<file path="src/rtl/mesi_lru_ctrl.sv">
// mesi_lru_pkg / mesi_lru_ctrl
//
// Per-access L1 controller sitting between a command source and an 8-way
// cache array. One command is accepted per handshake. The set the array
// returns is resolved into hit/miss and a victim. MESI and LRU updates are
// applied, and the whole updated set goes back to the array with a
// one-cycle write strobe. The block also reports L2 bus intent and keeps
// statistics counters.
//
// Build option:
//   CTRL_STATS_EN - when defined, the read/write/hit/miss counters are
//                   implemented. When undefined, the counter ports are tied
//                   to 0.
//
// Ports:
//   clk, rst         clock, synchronous active-high reset
//   instr_valid/ready command handshake (ready only in IDLE, never in rst)
//   instruction      command_t: opcode n, address tag/set_index/offset
//   array_cmd        captured command; its set_index addresses the array
//                    for both the read and the write-back
//   cache_out        set read by the array (sampled in EVAL)
//   cache_in         updated set to write back
//   wr_en            pulse: write cache_in to array_cmd.address.set_index
//   done             pulse: command complete
//   hit, way, l2_op  result of the last command, valid with done
//   wb_req           pulse with done: the evicted or snooped line was M
//   read_cnt, write_cnt, hit_cnt, miss_cnt  statistics
//
// SETS and WAYS live in mesi_lru_pkg because the port types depend on them.

package mesi_lru_pkg;
    localparam int SETS   = 16384;
    localparam int WAYS   = 8;
    localparam int SET_W  = $clog2(SETS);
    localparam int WAY_W  = $clog2(WAYS);
    localparam int OFF_W  = 6;
    localparam int ADDR_W = 32;
    localparam int TAG_W  = ADDR_W - SET_W - OFF_W;
    localparam int DATA_W = 32;

    typedef enum logic [1:0] {MESI_I, MESI_S, MESI_E, MESI_M} mesi_t;

    typedef struct packed {
        logic [TAG_W-1:0] tag;
        logic [SET_W-1:0] set_index;
        logic [OFF_W-1:0] offset;
    } address_t;

    typedef struct packed {
        logic [3:0] n;
        address_t   address;
    } command_t;

    typedef struct packed {
        logic [TAG_W-1:0]  tag;
        mesi_t             mesi;
        logic [WAY_W-1:0]  lru;
        logic [DATA_W-1:0] data;
    } cache_line_t;
endpackage

module mesi_lru_ctrl
    import mesi_lru_pkg::*;
#(
    parameter int CNT_W = 32
) (
    input  logic                          clk,
    input  logic                          rst,
    input  logic                          instr_valid,
    output logic                          instr_ready,
    input  command_t                      instruction,
    output command_t                      array_cmd,
    input  cache_line_t [WAYS-1:0]        cache_out,
    output cache_line_t [WAYS-1:0]        cache_in,
    output logic                          wr_en,
    output logic                          done,
    output logic                          hit,
    output logic [WAY_W-1:0]              way,
    output logic [1:0]                    l2_op,
    output logic                          wb_req,
    output logic [CNT_W-1:0]              read_cnt,
    output logic [CNT_W-1:0]              write_cnt,
    output logic [CNT_W-1:0]              hit_cnt,
    output logic [CNT_W-1:0]              miss_cnt
);

    localparam logic [1:0] L2_NONE = 2'd0;
    localparam logic [1:0] L2_READ = 2'd1;
    localparam logic [1:0] L2_RFO  = 2'd2;

    typedef enum logic [1:0] {IDLE, LOOKUP, EVAL, COMMIT} state_t;

    state_t                 state_q, state_d;
    logic                   ready_q, ready_d;
    command_t               cmd_q, cmd_d;
    cache_line_t [WAYS-1:0] set_q, set_d;
    logic                   wr_en_q, wr_en_d;
    logic                   done_q, done_d;
    logic                   hit_q, hit_d;
    logic [WAY_W-1:0]       way_q, way_d;
    logic [1:0]             l2_q, l2_d;
    logic                   wb_q, wb_d;

    // Lookup / update results, meaningful while in EVAL
    logic                   hit_v;
    logic [WAY_W-1:0]       hit_way, inv_way, lru_way, sel_way;
    logic                   inv_found;
    logic [WAY_W-1:0]       old_lru;
    logic                   is_access;
    cache_line_t [WAYS-1:0] new_set;
    logic [1:0]             l2_n;
    logic                   wb_n;
    logic                   change;

    logic                   accept;

    assign accept      = (state_q == IDLE) && instr_valid && instr_ready;
    // ready_q is cleared by reset, so ready rises one cycle after rst drops
    assign instr_ready = ready_q & ~rst;

    always_comb begin
        hit_v     = 1'b0;
        hit_way   = '0;
        inv_found = 1'b0;
        inv_way   = '0;
        lru_way   = '0;
        // Scan downward so the lowest matching index is the one left standing
        for (int i = WAYS - 1; i >= 0; i--) begin
            if (cache_out[i].mesi != MESI_I && cache_out[i].tag == cmd_q.address.tag) begin
                hit_v   = 1'b1;
                hit_way = WAY_W'(i);
            end
            if (cache_out[i].mesi == MESI_I) begin
                inv_found = 1'b1;
                inv_way   = WAY_W'(i);
            end
            if (cache_out[i].lru == WAY_W'(WAYS - 1)) begin
                lru_way = WAY_W'(i);
            end
        end

        sel_way   = hit_v ? hit_way : (inv_found ? inv_way : lru_way);
        old_lru   = cache_out[sel_way].lru;
        is_access = (cmd_q.n == 4'd0) || (cmd_q.n == 4'd1) || (cmd_q.n == 4'd2);

        new_set = cache_out;
        l2_n    = L2_NONE;
        wb_n    = 1'b0;

        if (is_access) begin
            // Age every way that was more recent than the touched one,
            // which keeps the LRU field a permutation
            for (int i = 0; i < WAYS; i++) begin
                if (cache_out[i].lru < old_lru) begin
                    new_set[i].lru = cache_out[i].lru + 1'b1;
                end
            end
            new_set[sel_way].lru = '0;

            if (!hit_v) begin
                new_set[sel_way].tag = cmd_q.address.tag;
                wb_n = (cache_out[sel_way].mesi == MESI_M);
            end

            if (cmd_q.n == 4'd1) begin
                new_set[sel_way].mesi = MESI_M;
                if (!hit_v || cache_out[sel_way].mesi == MESI_S) begin
                    l2_n = L2_RFO;
                end
            end else if (!hit_v) begin
                new_set[sel_way].mesi = MESI_E;
                l2_n = L2_READ;
            end
        end else if (cmd_q.n == 4'd3 && hit_v) begin
            new_set[sel_way].mesi = MESI_I;
        end else if (cmd_q.n == 4'd4 && hit_v) begin
            wb_n = (cache_out[sel_way].mesi == MESI_M);
            new_set[sel_way].mesi = MESI_S;
        end

        change = (new_set != cache_out);
    end

    always_comb begin
        state_d = state_q;
        ready_d = ready_q;
        cmd_d   = cmd_q;
        set_d   = set_q;
        wr_en_d = 1'b0;
        done_d  = 1'b0;
        hit_d   = hit_q;
        way_d   = way_q;
        l2_d    = l2_q;
        wb_d    = 1'b0;

        case (state_q)
            IDLE: begin
                ready_d = 1'b1;
                if (accept) begin
                    cmd_d   = instruction;
                    ready_d = 1'b0;
                    if (instruction.n <= 4'd4) begin
                        state_d = LOOKUP;
                    end else begin
                        // Clear/no-op/undefined opcodes skip the array entirely
                        state_d = COMMIT;
                        done_d  = 1'b1;
                        hit_d   = 1'b0;
                        way_d   = '0;
                        l2_d    = L2_NONE;
                    end
                end
            end
            LOOKUP: state_d = EVAL;
            EVAL: begin
                state_d = COMMIT;
                done_d  = 1'b1;
                hit_d   = hit_v;
                way_d   = sel_way;
                l2_d    = l2_n;
                wb_d    = wb_n;
                set_d   = new_set;
                wr_en_d = change;
            end
            COMMIT: begin
                state_d = IDLE;
                ready_d = 1'b1;
            end
            default: begin
                state_d = IDLE;
                ready_d = 1'b1;
            end
        endcase
    end

    always_ff @(posedge clk) begin
        if (rst) begin
            state_q <= IDLE;
            ready_q <= 1'b0;
            cmd_q   <= '0;
            set_q   <= '0;
            wr_en_q <= 1'b0;
            done_q  <= 1'b0;
            hit_q   <= 1'b0;
            way_q   <= '0;
            l2_q    <= L2_NONE;
            wb_q    <= 1'b0;
        end else begin
            state_q <= state_d;
            ready_q <= ready_d;
            cmd_q   <= cmd_d;
            set_q   <= set_d;
            wr_en_q <= wr_en_d;
            done_q  <= done_d;
            hit_q   <= hit_d;
            way_q   <= way_d;
            l2_q    <= l2_d;
            wb_q    <= wb_d;
        end
    end

    assign array_cmd = cmd_q;
    assign cache_in  = set_q;
    assign wr_en     = wr_en_q;
    assign done      = done_q;
    assign hit       = hit_q;
    assign way       = way_q;
    assign l2_op     = l2_q;
    assign wb_req    = wb_q;

`ifdef CTRL_STATS_EN
    logic [CNT_W-1:0] rd_cnt_q, rd_cnt_d;
    logic [CNT_W-1:0] wr_cnt_q, wr_cnt_d;
    logic [CNT_W-1:0] hit_cnt_q, hit_cnt_d;
    logic [CNT_W-1:0] miss_cnt_q, miss_cnt_d;

    function automatic logic [CNT_W-1:0] sat_inc(input logic [CNT_W-1:0] v);
        return (&v) ? v : v + 1'b1;
    endfunction

    // Counters change on the edge into COMMIT so they are current alongside done
    always_comb begin
        rd_cnt_d   = rd_cnt_q;
        wr_cnt_d   = wr_cnt_q;
        hit_cnt_d  = hit_cnt_q;
        miss_cnt_d = miss_cnt_q;
        if (state_q == EVAL) begin
            if (cmd_q.n == 4'd0 || cmd_q.n == 4'd2) rd_cnt_d = sat_inc(rd_cnt_q);
            if (cmd_q.n == 4'd1)                    wr_cnt_d = sat_inc(wr_cnt_q);
            if (is_access) begin
                if (hit_v) hit_cnt_d  = sat_inc(hit_cnt_q);
                else       miss_cnt_d = sat_inc(miss_cnt_q);
            end
        end else if (accept && instruction.n == 4'd8) begin
            rd_cnt_d   = '0;
            wr_cnt_d   = '0;
            hit_cnt_d  = '0;
            miss_cnt_d = '0;
        end
    end

    always_ff @(posedge clk) begin
        if (rst) begin
            rd_cnt_q   <= '0;
            wr_cnt_q   <= '0;
            hit_cnt_q  <= '0;
            miss_cnt_q <= '0;
        end else begin
            rd_cnt_q   <= rd_cnt_d;
            wr_cnt_q   <= wr_cnt_d;
            hit_cnt_q  <= hit_cnt_d;
            miss_cnt_q <= miss_cnt_d;
        end
    end

    assign read_cnt  = rd_cnt_q;
    assign write_cnt = wr_cnt_q;
    assign hit_cnt   = hit_cnt_q;
    assign miss_cnt  = miss_cnt_q;
`else
    assign read_cnt  = '0;
    assign write_cnt = '0;
    assign hit_cnt   = '0;
    assign miss_cnt  = '0;
`endif

endmodule

</file>
<file path="config.mk">
export PLATFORM = sky130hd
export DESIGN_NAME = mesi_lru_ctrl
export DESIGN_NICKNAME = d
export VERILOG_FILES = /design/src/rtl/mesi_lru_ctrl.sv
export SDC_FILE = /design/constraint.sdc
export NUM_CORES = 1
export LEC_CHECK = 0
export ABC_AREA = 1
export CORE_AREA = 2 2 390 392
export CTS_BUF_LIST = sky130_fd_sc_hd__clkbuf_4 sky130_fd_sc_hd__clkbuf_8 sky130_fd_sc_hd__clkbuf_16
export CTS_CLUSTER_DIAMETER = 150
export DETAILED_ROUTE_END_ITERATION = 10
export DIE_AREA = 0 0 392 394
export PLACE_DENSITY = 0.34
export SETUP_SLACK_MARGIN = 0.05
export SYNTH_ARGS = -nofsm -noshare
export SYNTH_HDL_FRONTEND = slang
export SYNTH_SLANG_ARGS = --single-unit
export TNS_END_PERCENT = 100
</file>
<file path="constraint.sdc">
create_clock -name clk -period 6.1 [get_ports clk]
set_clock_uncertainty 0.05 [all_clocks]
set_input_delay 1.83 -clock clk [delete_from_list [all_inputs] [get_ports clk]]
set_output_delay 1.83 -clock clk [all_outputs]
set_load 0.1 [all_outputs]
</file>
# == After elaboration in Yosys (flattened, before gate mapping) ==
# Cells that the tools add are included.
# totals
word_cells,238
out_inout_bits,566
ff_bits,440
in_bits,431
# op_classes
n_bitwise,3
add_sub_neg,8
eq_ne,28
reduce_logical,40
n_lt_le_gt_ge,11
mux,104
# op_table
op,n
2-to-1 mux 392 bit,7
bitwise mux 392 bit,6
demux 49 bit (select 3 bit),3
inequality test 392 bit,1
binary-select mux 49 bit (select 3 bit),1
2-to-1 mux 3 bit,44
== test 12 bit,8
2-to-1 mux 37 bit,2
2-to-1 mux 49 bit,1
2-to-1 mux 35 bit,1
2-to-1 mux 1 bit,26
adder 3 x 1 -> 3 bit (second input constant),8
== test 3 bit (second input constant),8
< comparator 3 bit,8
nonzero test 2 bit,10
logical NOT 2 bit,9
2-to-1 mux 2 bit,7
logical AND 1 bit,13
== test 4 x 2 -> 1 bit (second input constant),2
one-hot mux 2 bit (4 select lines),1
== test 2 bit (second input constant),3
one-hot mux 1 bit (2 select lines),3
one-hot mux 3 bit (2 select lines),1
== test 2 x 1 -> 1 bit (second input constant),2
15 further kinds,19

# == Depth between registers and ports, before layout ==
# Gate-level depths: netlist of run 1.
# depth
ltp_word,25
depth_mapped,37
depth_no_buf,36

# == Least setup slack after synthesis of run 1 ==
# No wires, ideal clock.
# synth_path
kind,input to register
start,input cache_out[277] in the netlist's numbering
end,register wr_en_q (netlist: wr_en)
n_path_buf,0
cell_stages,28
arrival_ps,5128
t_required_ps,5937
setup_time_ps,113
setup_slack_ps,810
cell_sequence,ha_1 -> ha_1 -> nor2_1 -> o21ai_0 -> nand2_1 -> nand3_1 -> nand2_1 -> nand2_1 -> nand3_1 -> nand2_1 -> nand2_1 -> nand2_1 -> nand2_2 -> inv_2 -> nand2_2 -> o22ai_1 -> or4_1 -> inv_1 -> ha_1 -> a21boi_1 -> nand2_1 -> nand2_1 -> o211ai_1 -> o21ai_0 -> nor2_1 -> nand3_1 -> nor2_1 -> nor2_1
# synth_between
elab_chain_cells,23
elab_cells_between_ends,59
classes_between,add/sub: 1; order compare: 10; eq/ne: 2; mux: 45; reduce/logical: 1
# synth_rtl
item,line,rtl
start: declaration,73,"input cache_line_t [WAYS-1:0] cache_out,"
== test 3 bit,137,if (cache_out[i].lru == WAY_W'(WAYS - 1)) begin
2-to-1 mux 3 bit (6 in series),137,
2-to-1 mux 3 bit (2 in series),142,sel_way = hit_v ? hit_way : (inv_found ? inv_way : lru_way);
binary-select mux 49 bit (select 3 bit),143,old_lru = cache_out[sel_way].lru;
2-to-1 mux 37 bit,-,
< comparator 3 bit,154,if (cache_out[i].lru < old_lru) begin
2-to-1 mux 3 bit,154,
2-to-1 mux 3 bit,150,if (is_access) begin
bitwise mux 392 bit,158,new_set[sel_way].lru = '0;
bitwise mux 392 bit,161,new_set[sel_way].tag = cmd_q.address.tag;
2-to-1 mux 392 bit,160,if (!hit_v) begin
2-to-1 mux 392 bit,150,
bitwise mux 392 bit,171,new_set[sel_way].mesi = MESI_E;
2-to-1 mux 392 bit,170,end else if (!hit_v) begin
2-to-1 mux 392 bit,165,if (cmd_q.n == 4'd1) begin
2-to-1 mux 392 bit,150,
inequality test 392 bit (*),181,change = (new_set != cache_out);
end signal: assignment,253,wr_en_q <= wr_en_d;
end: declaration,97,"logic wr_en_q, wr_en_d;"
# Every way passes the cells marked *; elsewhere a longest branch is shown, timed or not. The select of a mux whose other input is x is not followed.
# A chain may end at the register's enable or synchronous reset.

# == Worst setup path after layout of run 1 ==
# layout_path
start,input cache_out[330] in the netlist's numbering
end,register wr_en_q (netlist: wr_en)
# layout_between
elab_chain_cells,24
elab_cells_between_ends,84
classes_between,order compare: 10; eq/ne: 1; mux: 67; reduce/logical: 6
# layout_rtl
item,line,rtl
logical NOT 2 bit or nonzero test 2 bit (tied branches),"133, 129",
"2-to-1 mux 3 bit, or another cell as far along (7 in series)",133,if (cache_out[i].mesi == MESI_I) begin
"2-to-1 mux 3 bit, or another cell as far along",142,
2-to-1 mux 3 bit,142,
binary-select mux 49 bit (select 3 bit),143,
2-to-1 mux 37 bit,-,
< comparator 3 bit,154,
2-to-1 mux 3 bit,154,
[2 not listed],-,
bitwise mux 392 bit,161,
2-to-1 mux 392 bit,160,
2-to-1 mux 392 bit,150,
bitwise mux 392 bit,171,
2-to-1 mux 392 bit,170,
2-to-1 mux 392 bit,165,
2-to-1 mux 392 bit,150,
inequality test 392 bit (*),181,
# Marked as above.

==> results of run 1 <==
-- cell usage after synthesis (2+ instances only) --
cell	n	area (µm²)
a21boi_1	6	45.0
a21oi_1	230	1150
a221oi_1	2	17.5
buf_1	9	33.8
buf_2	2	10.0
buf_4	139	1040
buf_6	3	33.8
clkbuf_1	154	578
clkinv_1	2	7.51
dfxtp_1	440	8810
ha_1	27	338
inv_1	172	646
inv_2	33	124
nand2_1	483	1810
nand2_2	13	81.3
nand2_4	4	45.0
nand3_1	111	556
nand3b_1	5	37.5
nand4_1	37	231
nor2_1	706	2650
nor2_2	12	75.1
nor2_4	6	67.6
nor3_1	6	30.0
nor3_2	2	20.0
nor4_1	6	37.5
o211ai_1	27	203
o21ai_0	446	2230
o21ai_1	13	65.1
o22ai_1	15	93.8
xnor2_1	41	359
xor2_1	18	158
-- power groups by stage --
stage	Sequential (mW)	Clock [mW]	Combinational (mW)
2_1_floorplan	9.31	0	2.36
3_3_place_gp	4.10	0	10.8
3_5_place_dp	4.11	0	10.8
4_1_cts	4.07	4.14	10.8
5_1_grt	4.16	4.23	11.2
6_report	4.07	3.98	10.7
-- final cells by class --
| type | instances | area [µm²] | share of cell area (%) |
|---|---|---|---|
| clock inverter | 28 | 433 | 1.20 |
| multi-input combinational | 2353 | 10900 | 30.2 |
| antenna | 5 | 12.5 | 0.0347 |
| timing repair buffer | 1145 | 10800 | 29.9 |
| tap | 2030 | 2540 | 7.05 |
| inverter | 208 | 798 | 2.22 |
| sequential | 440 | 8810 | 24.4 |
| clock buffer | 84 | 1770 | 4.92 |
-- metal layers --
layer	global-route usage (%)	vias to the layer above
met3	5.15	186
li1	-	12158
met5	0	-
met1	21.0	11546
met4	3.19	0
met2	31.3	800
-- final timing paths --
path / depth (start not counted) / to / start
worst max-delay path: 32 / wr_en / cache_out[330]
worst max register to register: 30 / wr_en / array_cmd[30]
worst min register to register: 2 / cache_in[286] / cache_in[286]
worst min-delay path: 2 / cache_in[286] / cache_in[286]
-- state kept, by name, indices dropped and copies added (netlist names) --
name / count
ready_q: 1
hit: 1
state_q: 2
array_cmd: 36
way: 3
cache_in: 392
wr_en: 1
wb_req: 1
l2_op: 2
done: 1
-- cells by family (layout without fill, tap and decap cells) --
kind of cell,Yosys count,in the layout,synth area share (%)
AO/OA/AOI/OAI,745,745,17.8
XOR/XNOR,59,59,2.38
buffers and inverters,515,1465,11.5
adder cells (fa/ha/maj),27,27,1.56
AND/OR/NAND/NOR,1394,1394,26.1
other,1,133,0.0173
flip-flops,440,440,40.7
-- worst register-to-register path: cells and delay by family, from the launching register on --
kind	cells	cell delay (ns)
AOI/OAI and AO/OA	4	0.42
adders and majority gates	1	0.23
buffers and inverters	7	1.13
DFF	1	0.76
and+or+nand+nor	18	2.44
-- per-stage QoR --
| step | total power [mW] | utilization [%] | setup TNS [ns] | hold WS (ns) | area (µm²) |
|---|---|---|---|---|---|
| 2_1_floorplan | 11.7 | - | 0 | 0.445 | 22100 |
| 3_3_place_gp | 14.9 | 22.4 | -7.69 | 0.405 | 33800 |
| 3_5_place_dp | 14.9 | 22.4 | -7.04 | 0.405 | 33800 |
| 4_1_cts | 19.0 | 23.9 | 0 | 0.414 | 36000 |
| 5_1_grt | 19.6 | 23.9 | 0 | 0.429 | 36000 |
| 6_report | 18.8 | 23.9 | 0 | 0.413 | 36000 |
==> results_dict.tcl, run 1 <==
set metrics [dict create \
    rsz0062_at_grt "no" \
    cts_tree "yes" \
    grt_pass1_vias 24226 \
    synth.avg_cell_area_um2 6.81 \
    place_hpwl_um 110000 \
    place_inst 6176 \
    path_class "in2reg" \
    final_nets 4667 \
    leakagePower_nw 15.3 \
    clk_pin_slew_worst_paths_ns 0.06 \
    worstPathArrival_ns 6.24 \
    post-route-period-util_pct 94.1 \
    p_sw_mw 10.4 \
    htreeDepth 2 \
    power.internal_mw 8.34 \
    async_flop_share_pct 0 \
    setup_violations 0 \
    wirelength_um 142000 \
    firstDrtPassIters 7 \
    die_y_um 394 \
    vdd_drop_max_uv 291 \
    ff2ff_setup_slack_ns 0.95 \
    wl_met1_um 58200 \
    num_vias 24690 \
    synth.distinct_cells 42 \
    clock_latency_ns 0.68 \
    layout.cells.non_filler 6293 \
    fp.dieW_um 392 \
    status "complete, no violations" \
    initial_utilization_pct 14.4 \
    slew_violations 0 \
    drive_gt1_share_pct 11.7 \
    post-route-min-period_ns 5.74 \
    syn_to_final_growth_pct 66.3 \
    hold_class "reg2reg" \
    ys_ff_latch 440 \
    pre_cts_slack_ns -0.483 \
    final_common_cell "clkdlybuf4s50_1" \
    crit_fanout 8 \
    gp_congestion 0.873 \
    overflow 0 \
    final.fill_count 16856 \
    critPathMaxStageDelay_ns 0.53 \
    first_iter_violations 1321 \
    grt_max_degree 173 \
    crit_top_cell "nor2_1" \
    num_rows 143 \
    worst_pin_slew_ns 1.23 \
    io_pins 997 \
    cp_slowest_cell "clkdlybuf4s50_1" \
    cp-start-kind "input port" \
    fmax_ghz 0.174 \
    crit_path_end_kind "flop" \
    cts_sinks 440 \
    post_cts_buffers 0 \
    dr_wl_met2_um 70600 \
    synth_edf_count 0 \
    relSlewSlack_pct 17.6 \
    fin_ws_ns 0.359 \
    drv_cap 0 \
    clkPwrFrac_pct 21.2 \
    antenna_found_initial 49 \
    synth-seq-area-share_pct 40.7 \
    cts_resized 0 \
    wire_per_inst_um 22.6 \
    antenna_left 0 \
    grt_usage_pct 17.6 \
    io_buffers 868 \
    cp_num_buf_inv 8 \
    synth-warning-count 0 \
    highest_layer "met4" \
    finalHoldViolCount 0 \
    final_cell_mix "clkdlybuf4s50_1 (837), nor2_1 (705), nand2_1 (482)" \
    combPwrFrac_pct 57.1 \
    syn_inst 3181 \
    power.density_nw_per_um2 521 \
    wl_met3_um 10500 \
    cts_root_buf "clkbuf_16" \
    seq_power_share_pct 21.7 \
    p_sw_share_pct 55.6 \
    clk_path_buf_depth 3 \
    cts_made_buffers 61 \
    critPathRequiredTime_ns 6.60 \
    netlist_area_um2 21700 \
    crit_family "simple AND/OR/NAND/NOR gates" \
    cts_hold_buf 0 \
    drc 0 \
    via_per_inst 3.92 \
    fp.coreArea_um2 151000 \
    dieArea_um2 154000 \
    synth_ff_type "dfxtp_1" \
    grt_pass1_wl_um 194000 \
]
Note: power is estimated with default switching activity, not from simulation.
==> inputs of run 2 (changes only) <==
==> constraint.sdc (replaced) <==
create_clock -name clk -period 5.5 [get_ports clk]
set_clock_uncertainty 0.05 [all_clocks]
set_input_delay 1.65 -clock clk [delete_from_list [all_inputs] [get_ports clk]]
set_output_delay 1.65 -clock clk [all_outputs]
set_load 0.1 [all_outputs]
==> run 2 against run 1 <==
- count of clock-buffer cells in the layout is 5 higher
- worst hold slack better by 0.00057 ns
- core utilization is 0.43 points higher
- register-to-register slack worse by 0.37 ns
- first-iteration DRC count stayed put
- largest cell class unchanged
- highest routed layer is now met5
==> results_dict.tcl, run 2 (synthesized netlist as in run 1, its figures left out) <==
set metrics [dict create \
    p_total_mw 20.5 \
    cts_root_buf "clkbuf_16" \
    finalHoldViolCount 0 \
    power.internal_mw 8.94 \
    antenna_left 0 \
    cts_hold_buf 0 \
    drc 0 \
    clk_path_buf_depth 3 \
    final_cell_mix "clkdlybuf4s50_1 (790), nor2_1 (676), nand2_1 (454)" \
    p_sw_mw 11.6 \
    wl_met3_um 11300 \
    wirelength_um 141000 \
    clk_pin_slew_worst_paths_ns 0.06 \
    tns_ns 0 \
    dieArea_um2 154000 \
    grt_max_degree 215 \
    syn_to_final_growth_pct 69.3 \
    status "complete, no violations" \
    num_rows 143 \
    relSlewSlack_pct 4.95 \
    io_buffers 868 \
    final_area_um2 36700 \
    crit_family "simple AND/OR/NAND/NOR gates" \
    post-route-util_pct 24.3 \
    initial_utilization_pct 14.4 \
    place_hpwl_um 109000 \
    gp_congestion 0.877 \
    num_vias 24958 \
    slew_violations 0 \
    dr_wl_met2_um 69400 \
    cp_slowest_cell "clkdlybuf4s50_1" \
    post_dp_cell_area_um2 34000 \
    setup_violations 0 \
    clock_latency_ns 0.68 \
    hold_class "reg2reg" \
    wl_met1_um 57000 \
    grt_pass1_vias 24459 \
    htreeDepth 2 \
    cts_sinks 440 \
    crit_fanout 8 \
    post-route-period-util_pct 95.5 \
    io_pins 997 \
    clkPwrFrac_pct 19.2 \
    cts_tree "yes" \
    highest_layer "met5" \
    grt_usage_pct 17.6 \
    crit_path_end_kind "flop" \
    wire_per_inst_um 22.4 \
    critPathRequiredTime_ns 5.94 \
    path_class "in2reg" \
    leakagePower_nw 15.8 \
    cp-start-kind "input port" \
    p_sw_share_pct 56.4 \
    power.density_nw_per_um2 559 \
    fp.coreArea_um2 151000 \
    cts_made_buffers 60 \
    via_per_inst 3.95 \
    fmax_ghz 0.190 \
    worst_pin_slew_ns 1.43 \
    post-route-min-period_ns 5.25 \
    overflow 0 \
    grt_pass1_wl_um 194000 \
    antenna_found_initial 52 \
    final_nets 4700 \
    firstDrtPassIters 5 \
    cp_num_buf_inv 9 \
    seq_power_share_pct 22.0 \
    drv_cap 0 \
    drive_gt1_share_pct 14.7 \
    first_iter_violations 1321 \
    critPathMaxStageDelay_ns 0.54 \
    worstPathArrival_ns 5.69 \
    vdd_drop_max_uv 356 \
    die_y_um 394 \
    largest_register_ffs 392 \
    fp.dieW_um 392 \
    rsz0062_at_grt "no" \
    final_common_cell "clkdlybuf4s50_1" \
    combPwrFrac_pct 58.8 \
]
run 2: changes by cell type in the layout (fill, tap and decap cells not counted), sizes merged:
cell	delta
diode	+1
clkbuf	+5
bufinv	-8
clkinvlp	+2
dlymetal6s2s	+49
clkinv	-5
inv	-1
clkdlybuf4s50	-47
buf	+32
run 2: worst min-delay path: stages, from the launching register on:
cell and delay [ns]:
dfxtp_1 0.31, nand2_1 0.06, a21oi_1 0.05
run 2: final cells by class:
type                    instances  area, µm²
multi-input cells            2353      11400
repair buffers               1179      11200
fillers                     16777     114000
clock inverters                16        160
flip-flops and latches        440       8810
clock buffers                  89       1780
well taps                    2030       2540
inverters                     208        798
diodes                          6       15.0
run 2: per-layer routing:
layer | global-route usage (%) | vias to the layer above
li1 | - | 12197
met2 | 31.0 | 831
met3 | 5.64 | 224
met4 | 3.85 | 6
met1 | 20.5 | 11700
met5 | 0 | -
run 2: power groups by stage:
stage / combinational (mW) / sequential, mW / clock [mW]
floorplan: 2.62 / 10.3 / 0
global placement: 12.1 / 4.55 / 0
detailed placement: 12.0 / 4.56 / 0
CTS: 12.1 / 4.52 / 4.12
global route: 12.6 / 4.62 / 4.21
finish: 12.0 / 4.52 / 3.93
run 2: repair_timing:
| action | CTS | global route |
|---|---|---|
| pin swaps | 1 | 76 |
| endpoints found under the setup margin | 3 | 25 |
| buffers inserted | 0 | 12 |
| gates resized for setup | 5 | 184 |
run 2: final timing paths:
kind	startpoint	endpoint	slack [ns]	cells past startpoint
setup / recovery	cache_out[135]	cache_in[131]	0.25	27
hold / removal	cache_in[341]	cache_in[341]	0.41	2
setup reg to reg	array_cmd[30]	cache_in[131]	0.58	29
hold reg to reg	cache_in[341]	cache_in[341]	0.41	2
run 2: per-stage QoR:
| stage | setup WS [ns] | hold slack (ns) | cells |
|---|---|---|---|
| detailed placement | -0.710 | 0.405 | 6198 |
| global route | 0.0324 | 0.433 | 6319 |
| finish | 0.245 | 0.413 | 6321 |
| global placement | -0.752 | 0.404 | 6198 |
| floorplan | 0.390 | 0.445 | 3308 |
| CTS | 0.0830 | 0.415 | 6303 |
